## src/rtl/exe_muldiv_unit_if.sv

```systemverilog
// Purpose : operand/request and result/writeback bundle between ID/EXE and the mul/div unit.
// Latency : none (wires only).
// Backpres: none here; the requester must hold off while busy is high.
// Ports   : master = ID/EXE side (drives start/op/src_a/src_b/dest/flush),
//           slave  = mul/div unit (drives busy/done/result/dest_out/wb_en).
interface exe_muldiv_unit_if #(
    parameter int WIDTH = 32
);
    logic             start;
    logic [1:0]       op;
    logic [WIDTH-1:0] src_a;
    logic [WIDTH-1:0] src_b;
    logic [4:0]       dest;
    logic             flush;
    logic             busy;
    logic             done;
    logic [WIDTH-1:0] result;
    logic [4:0]       dest_out;
    logic             wb_en;

    modport master (
        output start, op, src_a, src_b, dest, flush,
        input  busy, done, result, dest_out, wb_en
    );

    modport slave (
        input  start, op, src_a, src_b, dest, flush,
        output busy, done, result, dest_out, wb_en
    );
endinterface

```

## src/rtl/exe_muldiv_unit.sv

```systemverilog
// Purpose : iterative unsigned MUL/MULHU/DIVU/REMU unit for the EXE stage.
// Latency : WIDTH iterations after the accept edge; done/wb_en pulse one cycle after that.
// Backpres: busy stays high through RUN and DONE; start is only sampled in IDLE.
// Ports   : clk, rst (async, active-high); bus = exe_muldiv_unit_if.slave carrying
//           start/op/src_a/src_b/dest/flush in and busy/done/result/dest_out/wb_en out.
module exe_muldiv_unit #(
    parameter int WIDTH = 32
) (
    input  logic                  clk,
    input  logic                  rst,
    exe_muldiv_unit_if.slave      bus
);
    typedef enum logic [1:0] {
        S_IDLE = 2'd0,
        S_RUN  = 2'd1,
        S_DONE = 2'd2
    } state_t;

    localparam int CW = (WIDTH > 1) ? $clog2(WIDTH) : 1;

    state_t             state_q, state_d;
    logic [CW-1:0]      count_q, count_d;
    logic [1:0]         op_q, op_d;
    // Multiplicand for MUL/MULHU, divisor for DIVU/REMU.
    logic [WIDTH-1:0]   opnd_q, opnd_d;
    // MUL: {partial product high, multiplier/product low}; DIV: {remainder, quotient}.
    logic [2*WIDTH-1:0] acc_q, acc_d;
    logic [4:0]         dest_q, dest_d;
    logic [WIDTH-1:0]   result_q, result_d;
    logic [4:0]         dest_out_q, dest_out_d;
    logic               busy_q, busy_d;
    logic               done_q, done_d;

    // One iteration of either algorithm.
    logic [WIDTH:0]     mul_sum;
    logic [WIDTH:0]     rem_sh;
    logic [WIDTH:0]     trial;
    logic [2*WIDTH-1:0] acc_step;

    always_comb begin
        // The carry out of the add becomes the new MSB after the right shift.
        mul_sum  = {1'b0, acc_q[2*WIDTH-1:WIDTH]} + (acc_q[0] ? {1'b0, opnd_q} : {(WIDTH+1){1'b0}});
        // Remainder after the left shift, kept WIDTH+1 bits so the shifted-out MSB is not lost.
        rem_sh   = acc_q[2*WIDTH-1:WIDTH-1];
        trial    = rem_sh - {1'b0, opnd_q};
        acc_step = acc_q;
        if (!op_q[1]) begin
            acc_step = {mul_sum, acc_q[WIDTH-1:1]};
        end else if (!trial[WIDTH]) begin
            acc_step = {trial[WIDTH-1:0], acc_q[WIDTH-2:0], 1'b1};
        end else begin
            acc_step = {rem_sh[WIDTH-1:0], acc_q[WIDTH-2:0], 1'b0};
        end
    end

    always_comb begin
        state_d    = state_q;
        count_d    = count_q;
        op_d       = op_q;
        opnd_d     = opnd_q;
        acc_d      = acc_q;
        dest_d     = dest_q;
        result_d   = result_q;
        dest_out_d = dest_out_q;

        case (state_q)
            S_IDLE: begin
                if (bus.start && !bus.flush) begin
                    state_d = S_RUN;
                    op_d    = bus.op;
                    dest_d  = bus.dest;
                    count_d = '0;
                    if (bus.op[1]) begin
                        acc_d  = {{WIDTH{1'b0}}, bus.src_a};
                        opnd_d = bus.src_b;
                    end else begin
                        acc_d  = {{WIDTH{1'b0}}, bus.src_b};
                        opnd_d = bus.src_a;
                    end
                end
            end
            S_RUN: begin
                if (bus.flush) begin
                    state_d = S_IDLE;
                end else begin
                    acc_d   = acc_step;
                    count_d = count_q + 1'b1;
                    if (count_q == CW'(WIDTH - 1)) begin
                        state_d    = S_DONE;
                        // Low half holds MUL product low / quotient; high half MULHU / remainder.
                        result_d   = op_q[0] ? acc_step[2*WIDTH-1:WIDTH] : acc_step[WIDTH-1:0];
                        dest_out_d = dest_q;
                    end
                end
            end
            // The pulse is already visible, so a flush here changes nothing.
            S_DONE:  state_d = S_IDLE;
            default: state_d = S_IDLE;
        endcase

        busy_d = (state_d != S_IDLE);
        done_d = (state_d == S_DONE);
    end

    always_ff @(posedge clk or posedge rst) begin
        if (rst) begin
            state_q    <= S_IDLE;
            count_q    <= '0;
            op_q       <= '0;
            opnd_q     <= '0;
            acc_q      <= '0;
            dest_q     <= '0;
            result_q   <= '0;
            dest_out_q <= '0;
            busy_q     <= 1'b0;
            done_q     <= 1'b0;
        end else begin
            state_q    <= state_d;
            count_q    <= count_d;
            op_q       <= op_d;
            opnd_q     <= opnd_d;
            acc_q      <= acc_d;
            dest_q     <= dest_d;
            result_q   <= result_d;
            dest_out_q <= dest_out_d;
            busy_q     <= busy_d;
            done_q     <= done_d;
        end
    end

    assign bus.busy     = busy_q;
    assign bus.done     = done_q;
    assign bus.wb_en    = done_q;
    assign bus.result   = result_q;
    assign bus.dest_out = dest_out_q;
endmodule

```

## src/flat_wrapper.sv

```systemverilog
// flat-port wrapper written by rule: the top's interface ports become plain ports
module exe_muldiv_unit_flat 
#(
    parameter int WIDTH = 32
)
  (clk, rst, bus_start, bus_op, bus_src_a, bus_src_b, bus_dest, bus_flush, bus_busy, bus_done, bus_result, bus_dest_out, bus_wb_en);
  exe_muldiv_unit_if #(.WIDTH(WIDTH)) bus_i ();
  input  logic clk;
  input  logic rst;
  input wire logic [$bits(bus_i.start)-1:0] bus_start;
  input wire logic [$bits(bus_i.op)-1:0] bus_op;
  input wire logic [$bits(bus_i.src_a)-1:0] bus_src_a;
  input wire logic [$bits(bus_i.src_b)-1:0] bus_src_b;
  input wire logic [$bits(bus_i.dest)-1:0] bus_dest;
  input wire logic [$bits(bus_i.flush)-1:0] bus_flush;
  output wire logic [$bits(bus_i.busy)-1:0] bus_busy;
  output wire logic [$bits(bus_i.done)-1:0] bus_done;
  output wire logic [$bits(bus_i.result)-1:0] bus_result;
  output wire logic [$bits(bus_i.dest_out)-1:0] bus_dest_out;
  output wire logic [$bits(bus_i.wb_en)-1:0] bus_wb_en;
  assign bus_i.start = bus_start;
  assign bus_i.op = bus_op;
  assign bus_i.src_a = bus_src_a;
  assign bus_i.src_b = bus_src_b;
  assign bus_i.dest = bus_dest;
  assign bus_i.flush = bus_flush;
  assign bus_busy = bus_i.busy;
  assign bus_done = bus_i.done;
  assign bus_result = bus_i.result;
  assign bus_dest_out = bus_i.dest_out;
  assign bus_wb_en = bus_i.wb_en;
  exe_muldiv_unit #(.WIDTH(WIDTH)) u_core (.clk(clk), .rst(rst), .bus(bus_i));
endmodule
```

## config.mk

```make
export PLATFORM = sky130hd
export DESIGN_NAME = exe_muldiv_unit_flat
export DESIGN_NICKNAME = d
export VERILOG_FILES = /design/src/rtl/exe_muldiv_unit_if.sv /design/src/rtl/exe_muldiv_unit.sv /design/src/flat_wrapper.sv
export SDC_FILE = /design/constraint.sdc
export NUM_CORES = 1
export LEC_CHECK = 0
export ABC_AREA = 1
export BUFFER_PORTS_ARGS = -buffer_cell sky130_fd_sc_hd__buf_4
export CORE_MARGIN = 2
export CORE_UTILIZATION = 39
export CTS_CLUSTER_DIAMETER = 30
export CTS_CLUSTER_SIZE = 20
export DETAILED_ROUTE_END_ITERATION = 16
export SKIP_CTS_REPAIR_TIMING = 1
export SYNTH_ARGS = -nofsm -noshare
export SYNTH_HDL_FRONTEND = slang
export SYNTH_SLANG_ARGS = --single-unit
```

## constraint.sdc

```tcl
create_clock -name clk -period 4.9 [get_ports clk]
set_input_delay 0.98 -clock clk [delete_from_list [all_inputs] [get_ports clk]]
set_output_delay 0.98 -clock clk [all_outputs]
set_load 0.1 [all_outputs]
```

# Word-level counts from Yosys, hierarchy flattened
# Cells that the tools add are included.
# word_totals
reg_bits	149
input_bits	75
# classes
n_addsub	3
n_eq_ne	5
n_mux	16
n_bitwise	1
reduce_logical	8
# ops
op	count
$mux 64	4
$mux 32	4
$pmux 64 s2	1
$add 32x33->33	1
$sub 33x32->33	1
$mux 5	2
$pmux 5 s2	1
$mux 2	3
$reduce_and 3->1	2
$add 5x1->5 const B	1
$eq 5x5->1 const B	1
$pmux 2 s2	1
$reduce_bool 2->1	2
$eq 2x1->1 const B	1
$eq 2x2->1 const B	1
$logic_not 2->1	1
$ne 2x1->1 const B	1
$ne 2x2->1 const B	1
$reduce_and 2->1	1
$logic_and 1x1->1	1
$logic_not 1->1	1
$not 1->1	1

# Depth between registers and ports, before layout
# logic_depth
depth_word	5
ltp_mapped	21

# Least setup slack after synthesis
# OpenSTA, ideal clock, no wires.
# synth_timing
path_kind	reg-to-reg
startpoint	reg u_core.acc_q[0]
endpoint	reg u_core.acc_q[49]
setup_ns	0.077
arrival_ns	2.467
required_time_ns	4.823
path_slack_ns	2.356
path_stages_with_launch	20
n_path_buf	2
path_cell_list	dfrtp_1 -> clkbuf_1 -> clkbuf_1 -> nand2_1 -> inv_1 -> ha_1 -> fa_1 -> nand2_1 -> nand3_1 -> o21ai_0 -> o21ai_0 -> nand2_1 -> nand2_1 -> nand2_1 -> inv_1 -> o21ai_0 -> nand3_1 -> nand2_1 -> nand2_1 -> o21ai_1
# synth_via
elab_chain_len	5
# synth_rtl
element	line_no	rtl
start, declared	exe_muldiv_unit.sv:27	logic [2*WIDTH-1:0] acc_q, acc_d;
start signal, assigned	exe_muldiv_unit.sv:111	acc_q <= '0;
start signal, assigned	exe_muldiv_unit.sv:122	acc_q <= acc_d;
$mux 32	exe_muldiv_unit.sv:42	mul_sum = {1'b0, acc_q[2*WIDTH-1:WIDTH]} + (acc_q[0] ? {1'b0, opnd_q} : {(WIDTH+1){1'b0}});
$add 32x33->33	exe_muldiv_unit.sv:42	
$mux 64	exe_muldiv_unit.sv:47	if (!op_q[1]) begin
$mux 64	exe_muldiv_unit.sv:83	if (bus.flush) begin
$pmux 64 s2	exe_muldiv_unit.sv:66	case (state_q)
# No other way between the ends. The select of a mux whose other input is x is not followed.
# A chain may end at the register's enable or synchronous reset.

# Worst setup path after layout
# layout_timing
startpoint	reg u_core.opnd_q[22]
endpoint	reg u_core.result_q[16], in the netlist u_core.bus.result[16]
# layout_via
elab_chain_len	4
# layout_rtl
element	line_no	rtl
start, declared	exe_muldiv_unit.sv:25	logic [WIDTH-1:0] opnd_q, opnd_d;
start signal, assigned	exe_muldiv_unit.sv:121	opnd_q <= opnd_d;
$sub 33x32->33	exe_muldiv_unit.sv:45	trial = rem_sh - {1'b0, opnd_q};
$mux 64	exe_muldiv_unit.sv:49	end else if (!trial[WIDTH]) begin
$mux 64	exe_muldiv_unit.sv:47	
$mux 32	exe_muldiv_unit.sv:91	result_d = op_q[0] ? acc_step[2*WIDTH-1:WIDTH] : acc_step[WIDTH-1:0];
end signal, assigned	exe_muldiv_unit.sv:124	result_q <= result_d;
end, declared	exe_muldiv_unit.sv:29	logic [WIDTH-1:0] result_q, result_d;
# No other way between the ends.

==> results by stage <==
Status:
- The flow ran to the end, and the final reports show no timing, DRC or antenna violations.

Job:
- Across the run, the number of max-cap violations was 0.

Placement:
- During placement, the flow inserted port buffers numbering 114.
- At the end of routability-driven placement, the weighted congestion stood at ~0.96.
- The wire-length estimate of the detail-placed layout is about 37 mm.
- The number of cells in the design after placement is 2671.

Drt:
- In the final routed layout, each cell accounts on average for 17.9 um.
- The overall routed net length is 48.4 mm.
- The first-pass iteration count of the detailed router is 7.
- The count of nets left with antenna violations after detail routing is 0.
- For this block, the via count after detailed routing is 14000.
- Dividing the detail-routed via count by the number of cells gives 5.18.
- In the routed design, unresolved DRC markers number 0.
- The detailed router finished its first iteration with 1115 violations.

Power and ir drop:
- Registers are responsible for 24.0% of the overall power.
- The worst-case vdd ir drop is 0.333 mV.
- The internal power is 3.58 mW.
- The power share of the clock group is 18.5%.
- Summed over all nets, the switching power comes to 3.96 mW.
- After layout, the design draws a total of 7.54 mW.
- The part of the total power dissipated in combinational logic is 57.5%.
- The cell area power density is 510 nW/um2.
- The net switching share of the total power is a little over half.
- Summed over all cells, the static leakage comes to about 8.5 nW.

Clocking:
- TritonCTS built the clock tree.
- The tree is rooted in a clkbuf_16.
- The number of clock buffers added by TritonCTS is 17.
- Clock tree synthesis found a total of around 150 sinks.
- No sink is reached through more buffers than the 2 on the longest clock path.
- The clock input transition at the sequential cells of the worst setup and hold paths is 70 ps.
- The later pin in the worst-skew pair is clocked with a latency of 460 ps.
- The CTS H-tree depth is 4.

Logic synthesis:
- In this run the mean area of a mapped cell was a little under 6 um2.
- The net count after synthesis is roughly 2300.
- For this run, the number of Yosys warnings is 0.
- The netlist area before placement is 13000 um2.
- Among all flip-flop cells after synthesis, the most frequent one is dfrtp_1.
- The number of enable-type register cells in the synthesized netlist is 0.
- The synthesized design contains between 100 and 150 register bits.
- Counting flops with an async set or reset pin after synthesis yields a share of 100%.
- The synthesized netlist cell count is 2183.
- The fraction of the yosys area taken by sequential cells is between 20% and 30%.
- Synthesis instantiated 39 different standard cells from the library.

Worst hold path:
- The path class of the tightest hold or removal check is flop to flop.

STA:
- After layout, the minimum clock period comes to 3360 ps.
- The portion of the clock cycle consumed by the worst path in the final layout is approximately two thirds.
- Based on the critical path, the design can be clocked at up to 0.298 GHz.
- The count of final setup violators is 0.
- For the final routed database, the setup TNS stands at 0 ps.
- The count of endpoints failing hold in the final timing report is 0.
- The final-report max-slew violation count is 0.
- The headroom to the max-slew limit is between 20 and 25%.
- Setup repair after global routing left no endpoint under its margin.
- Between clock sinks in the finished design, the worst skew comes to 20.4 ps.
- The worst-margin pin slew is 1150 ps.

Cells and area:
- Counting the fill cells in the layout gives 3569.
- For this run, the post-layout net count is 2391.
- The layout cell share with drive strength beyond 1 is 8.76%.
- The area of the multi-input gates is 7740 um2.
- The antenna diode count is 0.
- Relative to the synthesized area, the layout overhead comes to 13.6%.
- Excluding fillers, the count of instances in the completed layout stands at about 2700.
- The sequential cell area in the final layout is 3730 um2.

Worst setup path:
- Among cell families on the critical path, the largest total delay comes from simple AND/OR/NAND/NOR gates.
- At the worst endpoint, the required time is ~5200 ps.
- The highest net fanout along the worst path is 33.
- STA classifies the critical path startpoint as a flop.
- STA classifies the critical path endpoint as a flop.
- The sum of buffers and inverters on the critical path is 3.
- The critical path data arrival time is 3700 ps.
- For this run, the slowest stage of the critical path takes 500 ps.
- The most numerous cell on the critical path is nand2_1.
- Traced cell by cell, the critical path runs through inv_1 -> ha_1 -> nand2_1 -> inv_1 -> nand2_1 -> nand2_1 -> inv_1 -> nand2_1 -> a21oi_1 -> nand2_2 -> nand2_1 -> nand2_2 -> nand2_1 -> nand2_1 -> nand2_1 -> nand3_1 -> nand2_1 -> nand2_1.
- On the critical path, the stage with the largest delay is an instance of nand2_2.
- The setup path with the least slack is of type flop to flop.

Floorplan:
- The total number of placement rows is 66.
- In this run the vertical extent of the chip is 187 um.
- The die is 187 um wide.
- The die covers 34800 um2.
- In this run the count of I/O pins placed on the die edge is 115.
- The region available for standard cell placement spans 32700 um2.
- The initial utilization of the core area, before any placement, comes to a little under 40%.

Global routing:
- Entering global routing, the biggest net connects 150 pins.
- Summed over all layers, the global routing overflow is 0.
- The initial antenna violation count is 1.
- The number of global-route vias before repair came to 13100.
- Global routing used 27.6% of the available tracks across all layers.
- The global-route wire length before repair is 74.3 mm.
[metrics by stage]
step	cell area [um2]	utilization, %	setup WS, ps	hold slack (ps)
global placement	14200	43.3	1430	459
floorplan	13000	-	2050	449
finish	14800	45.2	1540	476
detailed placement	14200	43.3	1400	464
CTS	14800	45.2	1550	483
global route	14800	45.2	1220	506
[power by group through the flow]
| stage | logic (mW) | registers [mW] | clock network, mW |
|---|---|---|---|
| after floorplan | 3.16 | 1.67 | 0 |
| after global placement | 4.27 | 1.82 | 0 |
| after detailed placement | 4.28 | 1.82 | 0 |
| after CTS | 4.31 | 1.80 | 1.41 |
| after global routing | 4.87 | 1.83 | 1.46 |
| final | 4.33 | 1.81 | 1.40 |
[worst paths after layout]
kind,startpoint,slack [ps],depth (start not counted),to
worst max-delay path,u_core.opnd_q[22],1540,18,u_core.bus.result[16]
max in group asynchronous,rst,3490,3,u_core.acc_q[47]
worst max register to register,u_core.opnd_q[22],1540,18,u_core.bus.result[16]
worst min-delay path,u_core.bus.dest_out[2],480,2,u_core.bus.dest_out[2]
worst min register to register,u_core.bus.dest_out[2],480,2,u_core.bus.dest_out[2]
min in group asynchronous,rst,700,3,u_core.bus.dest_out[0]
[Yosys cell counts, drive strengths merged, types with 8 or more instances]
master	instances	share of area (%)
clkbuf	59	1.7
a21oi	68	2.6
o21ai	83	3.2
nor2	154	4.6
dfrtp	149	29
nand2	954	28
ha	66	6.3
nand3	159	6.2
nand4	11	0.53
nor3	20	0.81
o211ai	61	3.5
buf	20	1.1
inv	319	9.2
nand3b	9	0.52
xnor2	8	0.54
[logic make-up after synthesis]
| logic type | synth area share (%) |
|---|---|
| and+or+nand+nor | 41.0 |
| DFF | 28.6 |
| buffers and inverters | 12.0 |
| xor gates and xnor gates | 1.01 |
| adders and majority gates | 6.65 |
| AOI/OAI and AO/OA | 10.7 |
[layout make-up]
| cell class | instances | area share, % |
|---|---|---|
| multi-input combinational | 1636 | 52.3 |
| sequential | 149 | 25.2 |
| inverter | 319 | 8.13 |
| timing repair buffer | 125 | 6.43 |
| tap | 442 | 3.74 |
| clock buffer | 19 | 3.06 |
| clock inverter | 13 | 1.07 |
[cell usage in the layout, fill, tap and decap left out, types with 11 or more instances in the layout]
| master | instances |
|---|---|
| dfrtp_1 | 147 |
| clkbuf_16 | 17 |
| inv_1 | 310 |
| nand3_1 | 158 |
| nor2_1 | 147 |
| nand4_1 | 11 |
| nand2_1 | 933 |
| buf_4 | 124 |
| nor3_1 | 19 |
| o211ai_1 | 61 |
| ha_1 | 66 |
| o21ai_0 | 73 |
| a21oi_1 | 68 |
| nand2_2 | 20 |
[registers in the layout (all words and copies together) (netlist names)]
| name | count |
|---|---|
| u_core.bus.result | 32 |
| u_core.op_q | 2 |
| u_core.opnd_q | 32 |
| u_core.count_q | 5 |
| u_core.bus.busy | 1 |
| u_core.bus.done | 1 |
| u_core.dest_q | 5 |
| u_core.state_q | 2 |
| u_core.bus.dest_out | 5 |
| u_core.acc_q | 64 |
[worst min-delay path, stage by stage, from the launching register on]
cell	delay [ps]
dfrtp_1	350
nand2_1	50
nand2_1	50
[layer usage]
metal / track usage, % / up-vias / wire (um)
met5: 0 / - / 0
li1: - / 6936 / -
met1: 34.1 / 6519 / 20500
met2: 46.5 / 436 / 23100
met4: 15.0 / 0 / 2800
met3: 3.80 / 106 / 2100
No activity file was read; power rests on OpenSTA's default activity.
